===== src/rtl/lzd_pkg.sv =====
// Shared definitions for the leading-zero detector and its normalizer.
//   LZD_WIDTH : operand width
//   LZD_CNT_W : count width, clog2(LZD_WIDTH)+1 so a full-width count fits
//   LZD_EXP_W : unsigned exponent width carried alongside the operand
//   lzd_state_t : normalizer FSM encoding
package lzd_pkg;
    localparam int LZD_WIDTH = 64;
    localparam int LZD_CNT_W = 7;
    localparam int LZD_EXP_W = 11;

    typedef enum logic [1:0] {
        ST_IDLE  = 2'd0,
        ST_SHIFT = 2'd1,
        ST_DONE  = 2'd2
    } lzd_state_t;
endpackage


===== src/rtl/lzd_normalizer.sv =====
// Iterative normalizer: shifts the operand left by the detector's count so
// the MSB becomes 1, and subtracts the count from the exponent. One count
// bit (MSB first) is resolved per cycle.
// Ports:
//   clk, rst_n                : clock, async active-low reset
//   start                     : request, sampled only in IDLE
//   data_in/count_in/         : operand, detector count, detector zero flag,
//   all_zero_in/exp_in          exponent; all captured on acceptance
//   data_out/exp_out          : normalized operand / adjusted exponent
//   zero/underflow/norm_err   : result flags, held until the next result
//   busy/done                 : busy in SHIFT and DONE, done pulses in DONE
module lzd_normalizer
    import lzd_pkg::*;
#(
    parameter int WIDTH = LZD_WIDTH,
    parameter int CNT_W = LZD_CNT_W,
    parameter int EXP_W = LZD_EXP_W
) (
    input  logic             clk,
    input  logic             rst_n,
    input  logic             start,
    input  logic [WIDTH-1:0] data_in,
    input  logic [CNT_W-1:0] count_in,
    input  logic             all_zero_in,
    input  logic [EXP_W-1:0] exp_in,
    output logic [WIDTH-1:0] data_out,
    output logic [EXP_W-1:0] exp_out,
    output logic             zero,
    output logic             underflow,
    output logic             norm_err,
    output logic             busy,
    output logic             done
);
    localparam int IDX_W = $clog2(CNT_W);

    lzd_state_t       r_state, w_next;
    logic [WIDTH-1:0] r_data;
    logic [CNT_W-1:0] r_cnt;
    logic [EXP_W-1:0] r_exp;
    logic [IDX_W-1:0] r_idx;

    logic [CNT_W-1:0] w_amt;
    logic [WIDTH-1:0] w_shifted;
    logic             w_uf;
    logic             w_last;

    // Shift amount for this step is 2^idx; the top step (64) clears the
    // operand entirely, which is what a saturated count asks for.
    assign w_amt     = CNT_W'(1) << r_idx;
    assign w_shifted = r_cnt[r_idx] ? (r_data << w_amt) : r_data;
    assign w_uf      = EXP_W'(r_cnt) > r_exp;
    assign w_last    = (r_idx == '0);

    assign busy = (r_state != ST_IDLE);
    assign done = (r_state == ST_DONE);

    always_comb begin
        w_next = r_state;
        case (r_state)
            ST_IDLE:  if (start) w_next = all_zero_in ? ST_DONE : ST_SHIFT;
            ST_SHIFT: if (w_last) w_next = ST_DONE;
            ST_DONE:  w_next = ST_IDLE;
            default:  w_next = ST_IDLE;
        endcase
    end

    always_ff @(posedge clk or negedge rst_n) begin
        if (!rst_n) r_state <= ST_IDLE;
        else        r_state <= w_next;
    end

    always_ff @(posedge clk or negedge rst_n) begin
        if (!rst_n) begin
            r_data    <= '0;
            r_cnt     <= '0;
            r_exp     <= '0;
            r_idx     <= '0;
            data_out  <= '0;
            exp_out   <= '0;
            zero      <= 1'b0;
            underflow <= 1'b0;
            norm_err  <= 1'b0;
        end else begin
            case (r_state)
                ST_IDLE: if (start) begin
                    r_data <= data_in;
                    r_cnt  <= (count_in > CNT_W'(WIDTH)) ? CNT_W'(WIDTH) : count_in;
                    r_exp  <= exp_in;
                    r_idx  <= IDX_W'(CNT_W - 1);
                    // Detector says zero: skip shifting and publish now.
                    if (all_zero_in) begin
                        data_out  <= '0;
                        exp_out   <= '0;
                        zero      <= 1'b1;
                        underflow <= 1'b0;
                        norm_err  <= 1'b0;
                    end
                end
                ST_SHIFT: begin
                    r_data <= w_shifted;
                    r_idx  <= r_idx - IDX_W'(1);
                    if (w_last) begin
                        data_out  <= w_shifted;
                        exp_out   <= w_uf ? '0 : (r_exp - EXP_W'(r_cnt));
                        underflow <= w_uf;
                        zero      <= (w_shifted == '0);
                        // Count disagreed with the operand: MSB still clear.
                        norm_err  <= (w_shifted != '0) && !w_shifted[WIDTH-1];
                    end
                end
                default: ;
            endcase
        end
    end
endmodule


===== config.mk =====
export PLATFORM = sky130hd
export DESIGN_NAME = lzd_normalizer
export DESIGN_NICKNAME = d
export VERILOG_FILES = /design/src/rtl/lzd_pkg.sv /design/src/rtl/lzd_normalizer.sv
export SDC_FILE = /design/constraint.sdc
export NUM_CORES = 1
export LEC_CHECK = 0
export BUFFER_PORTS_ARGS = -buffer_cell sky130_fd_sc_hd__clkbuf_2
export CELL_PAD_IN_SITES_DETAIL_PLACEMENT = 1
export CELL_PAD_IN_SITES_GLOBAL_PLACEMENT = 2
export CORE_AREA = 5 5 201 203
export DETAILED_ROUTE_END_ITERATION = 8
export DIE_AREA = 0 0 206 208
export GPL_TIMING_DRIVEN = 0
export PLACE_DENSITY_LB_ADDON = 0.15
export SYNTH_ARGS = -nofsm -noshare
export SYNTH_HDL_FRONTEND = slang
export SYNTH_SLANG_ARGS = --single-unit

===== constraint.sdc =====
create_clock -name clk -period 4.4 [get_ports clk]
set_input_delay 0.44 -clock clk [delete_from_list [all_inputs] [get_ports clk]]
set_output_delay 0.44 -clock clk [all_outputs]
set_load 0.005 [all_outputs]

# After elaboration in Yosys (flattened, before gate mapping)
# Index checks and enable logic that the tools add are counted.
word_totals:
  ff_bits: 165
  inputBits: 86
  wordCells: 65
classes:
  order_cmp: 3
  n_eq_ne: 5
  shifts: 2
  addsub: 2
  n_reduce_logical: 12
  n_mux: 31
ops:
  columns: ["operator", "count"]
  rows:
  - ["64-bit two-way mux", 5]
  - ["64-bit one-hot mux with 2 select lines", 2]
  - ["64-bit zero test", 1]
  - ["64-bit nonzero test", 1]
  - ["64-bit by 7-bit left shift with 64-bit output", 1]
  - ["11-bit two-way mux", 4]
  - ["11-bit one-hot mux with 2 select lines", 1]
  - ["7-bit by 11-bit > comparator with 1-bit output", 1]
  - ["11-bit by 7-bit subtractor with 11-bit output", 1]
  - ["1-bit two-way mux", 8]
  - ["7-bit > comparator (second input constant)", 1]
  - ["7-bit two-way mux", 1]
  - ["1-bit by 3-bit left shift with 7-bit output (first input constant)", 1]
  - ["2-bit two-way mux", 3]
  - ["2-bit inequality test (second input constant)", 3]
  - ["1-bit one-hot mux with 2 select lines", 3]
  - ["3-bit one-hot mux with 2 select lines", 1]
  - ["2-bit AND reduction", 3]
  - ["3-bit by 4-bit < comparator with 1-bit output (second input constant)", 1]
  - ["2-bit one-hot mux with 2 select lines", 1]
  - ["4-bit AND reduction", 1]
  - ["2-bit nonzero test", 2]
  - ["1-bit binary-select mux with 3-bit select", 1]
  - ["3-bit zero test", 1]
  - ["7 further kinds", 7]

# Logic depth before layout (Yosys ltp)
logic_depth:
  depth_word: 7
  ltp_mapped: 17
  depth_no_buf: 13

# Worst setup path after synthesis
# OpenSTA, ideal clock, no wires.
synth_timing:
  path_type: "reg2reg"
  start: "register r_idx[0]"
  end: "register zero"
  slack_ps: 720
  stages_incl_launch_ff: 16
  synth_period_minus_slack_ps: 3680
  path_buffers: 5
  t_arrival_ps: 3615
  setup_ps: 65
  cell_sequence: "dfrtp_1 > buf_2 > inv_1 > ha_1 > buf_2 > buf_4 > buf_2 > buf_1 > mux4_2 > o211a_1 > o221a_2 > a221oi_1 > and4_1 > nand4b_1 > o31ai_2 > o21a_1"
synth_between:
  elab_chain_cells: 6
synth_lines:
  columns: ["element", "line_no", "rtl"]
  rows:
  - ["from (decl)", "lzd_normalizer.sv:40", "logic [IDX_W-1:0] r_idx;"]
  - ["from (signal assigned)", "lzd_normalizer.sv:89", "r_idx <= IDX_W'(CNT_W - 1);"]
  - ["from (signal assigned)", "lzd_normalizer.sv:101", "r_idx <= r_idx - IDX_W'(1);"]
  - ["1-bit by 3-bit left shift with 7-bit output / 1-bit binary-select mux with 3-bit select (equally long branches)", "lzd_normalizer.sv:49, lzd_normalizer.sv:50", null]
  - ["64-bit by 7-bit left shift with 64-bit output / 1-bit two-way mux (equally long branches)", "lzd_normalizer.sv:50", "assign w_shifted = r_cnt[r_idx] ? (r_data << w_amt) : r_data;"]
  - ["64-bit two-way mux", "lzd_normalizer.sv:50", null]
  - ["64-bit zero test", "lzd_normalizer.sv:106", "zero <= (w_shifted == '0);"]
  - ["1-bit two-way mux", "lzd_normalizer.sv:102", "if (w_last) begin"]
  - ["1-bit one-hot mux with 2 select lines", "lzd_normalizer.sv:84", "case (r_state)"]
  - ["to (signal assigned)", "lzd_normalizer.sv:106", null]
  - ["to (decl)", "lzd_normalizer.sv:28", "output logic zero,"]
# Parallel ways exist; a longest one is shown, timed or not. The select of a mux whose other input is x is not followed.
# A chain may end at the register's enable or synchronous reset.

# Worst setup path after layout
layout_timing:
  start: "register r_idx[1]"
  end: "register zero"
# The elaborated chain is that of the path after synthesis.

==> impl_metrics.csv <==
group,metric,value,unit
floorplanning,core-area,0.03829,mm^2
global_routing,grt_util_all_layers,40.98,%
synth,async_reset_ff_share,100.0,%
synth,syn-cell-area,0.01324,mm^2
critical_path,path_class,"reg -> reg",
critical_path,slowest_stage,"o32ai_4",
sta,finalCritPeriodShare,102.7,%
synth,yosys_warnings,0,
clock_tree,clkLatencyLatePin,460,ps
global_routing,antenna_found_initial,1,
clock_tree,cts-root-buf,"clkbuf_16",
final_layout,drive_above_1_share,24.22,%
sta,min_period,4520,ps
synth,yosysUniqueCellTypes,91,
detailed_routing,drt_drc_violations_left,0,
detailed_routing,wl_met2,39000,um
clock_tree,cts_buffer_depth,2,
critical_path,crit_family,"buffers and inverters",
detailed_routing,top_layer,"met5",
placed_design,dpl_cell_area,0.01477,mm^2
clock_tree,htree_levels,4,
sta,setup_ws,-119.6,ps
sta,finalSetupViolations,2,
detailed_routing,ant_nets,0,
detailed_routing,wl_per_cell,37.71,um
final_layout,final_cell_mix,"260 x nand2_1, 191 x clkbuf_2, 164 x dfrtp_1",
placed_design,port_buffers,165,
critical_path,r2r_setup_slack,-120,ps
clock_tree,clk_pin_slew_worst_paths,80,ps
floorplanning,initial_core_util,34.58,%
final_layout,fin_nets,1957,
clock_tree,cts.sinks,165,
outcome,outcome,"finished, violations left",
sta,fmax,0.2213,GHz
synth,synth-edff-count,0,
detailed_routing,wl,90130,um
global_routing,grt_max_degree,111,
detailed_routing,viasPerCell,6.922,
global_routing,gr-total-overflow,0,
global_routing,grt_pass1_vias,16720,
final_layout,area_delta_synth_final,24.01,%
critical_path,path_buf_inv,3,
detailed_routing,firstDrtPassIters,7,
synth,synth.avg_cell_area,8.092,um^2
placed_design,place.gp.congestion,1.083,
critical_path,critPathMaxFanout,10,
outcome,violations,"setup timing",
final_layout,postLayoutCellArea,0.01642,mm^2
clock_tree,cts_inserted_buffers,17,
detailed_routing,drt-initial-drc-count,2397,
synth,syn_nets,1735,
floorplanning,boundaryPins,166,
critical_path,cp_common_cell,"clkbuf_2",
critical_path,cp-end-kind,"flip-flop",
detailed_routing,via_count,16540,
sta,report.final.slew_viol_count,0,
critical_path,crit_arrival,4920,ps
floorplanning,die_w,206,um
global_routing,grt_pass1_wl,126000,um
sta,fin_skew,22.05,ps
sta,hold_ws,178.5,ps
critical_path,path_cells,"ha_1 > nand2b_1 > clkbuf_2 > clkbuf_2 > buf_2 > nor2_1 > o32ai_4 > nor4b_4 > and4_1 > nand4b_1 > o31ai_4 > o21a_1",
critical_path,start_kind,"flip-flop",
synth,syn_inst,1636,
sta,worst_pin_slew,1307,ps
detailed_routing,met1_length,34670,um
floorplanning,rows,72,
synth,ys_seq_elements,165,
synth,synthFlopType,"dfrtp_1",
synth,yosysSeqAreaShare,31.19,%
min_path,hold_path.class,"in -> reg",
floorplanning,dieArea,0.04285,mm^2
critical_path,slowest_delay,540,ps
final_layout,layout_commonest_cell,"nand2_1",
sta,relSlewSlack,12.84,%
placed_design,dp_hpwl,68390,um
flow_run,cap_viol_max_count,0,
critical_path,cp.required,4800,ps
floorplanning,dieHeight,208,um
detailed_routing,dr_wl_met3,9965,um
sta,hold_viol,0,
clock_tree,cts_tree,"done",
==> sequential cells by signal, summed over array words and instances, names as in the netlist <==
| name | flops |
|---|---|
| r_idx | 3 |
| r_exp | 11 |
| r_state | 2 |
| underflow | 1 |
| norm_err | 1 |
| r_data | 64 |
| zero | 1 |
| r_cnt | 7 |
| exp_out | 11 |
| data_out | 64 |
==> timing repair <==
action / in CTS / in global routing
setup endpoints to repair: 48 / 14
hold buffers: 1 / 0
pin swaps: 25 / 9
resized for setup: 151 / 61
buffers inserted: 34 / 3
cloned: 0 / 0
endpoints found under the hold margin: 52 / 0
==> worst register-to-register path, cell delays in order (launching register included) <==
cell      delay (ps)
dfrtp_2          470
ha_1             340
nand2b_1         150
clkbuf_2         390
clkbuf_2         540
buf_2            480
nor2_1           150
o32ai_4          540
nor4b_4          370
and4_1           270
nand4b_1         170
o31ai_4          410
o21a_1           190
==> synthesized netlist by cell type (all sizes together) (16+ instances only) <==
master   number  area [um^2]
nor3         24        125.1
o21ai       128        640.6
a221oi       20        193.9
a31oi        28        175.2
inv          31        116.4
clkbuf      126        478.0
nand3        26        130.1
a21oi        95        475.5
mux4         19        427.9
and3         33        206.5
nor2         83        311.6
o221ai       17        161.4
o22ai        17        106.4
a2bb2oi      28        257.8
nand4        24        150.1
mux2i        83        843.3
a211oi       24        180.2
a22oi        52        400.4
nor3b        23        195.2
nand2b       16        100.1
nand2       263        989.7
a22o         24        210.2
buf          69        369.1
o211ai       20        150.1
dfrtp       165         4129
==> layer usage <==
| metal | track usage, % | up-vias |
|---|---|---|
| li1 | - | 6574 |
| met5 | 0.5760 | - |
| met2 | 62.04 | 1295 |
| met3 | 9.639 | 336 |
| met1 | 53.59 | 8337 |
| met4 | 22.95 | 2 |
==> through the flow <==
| stage | setup WS, ps | utilization [%] | cells | setup TNS [ps] |
|---|---|---|---|---|
| 2_1_floorplan | 720.2 | - | 1636 | 0 |
| 3_3_place_gp | -1482 | 38.43 | 2319 | -79530 |
| 3_5_place_dp | -1504 | 38.58 | 2322 | -14130 |
| 4_1_cts | 1.180 | 42.29 | 2386 | 0 |
| 5_1_grt | -0.8380 | 42.87 | 2388 | -0.8380 |
| 6_report | -119.6 | 42.88 | 2390 | -223.1 |
==> final timing paths <==
path | from | endpoint | depth (start not counted)
worst min register to register | data_out[44] | data_out[44] | 2
worst max-delay path | r_idx[1] | zero | 12
worst min-delay path | exp_in[3] | r_exp[3] | 3
worst max register to register | r_idx[1] | zero | 12
min in group asynchronous | rst_n | r_data[44] | 2
max in group asynchronous | rst_n | r_idx[1] | 3
==> cell families (layout without fill, tap and decap cells) <==
family                     after synthesis  in the layout  share of synthesized area [%]
xor gates and xnor gates                 7              7                         0.4631
DFF                                    165            165                          31.19
buffers and inverters                  226            460                          7.277
muxes                                  106            106                          9.942
and+or+nand+nor                        563            563                          20.58
adders and majority gates               13             13                          1.285
other                                    0              2                              0
AOI/OAI and AO/OA                      556            556                          29.26
==> layout make-up <==
class,count,area (um^2)
fill,4636,21870
multi-input combinational,1245,8637
sequential,165,4130
timing repair buffer,206,1179
buffer,192,1077
tap,518,648.1
clock buffer,18,439.2
clock inverter,13,186.4
inverter,31,116.4
antenna,2,5.005
Power is not shown: default switching activity piles up to over one toggle a cycle in this logic, so the estimate is an artifact.
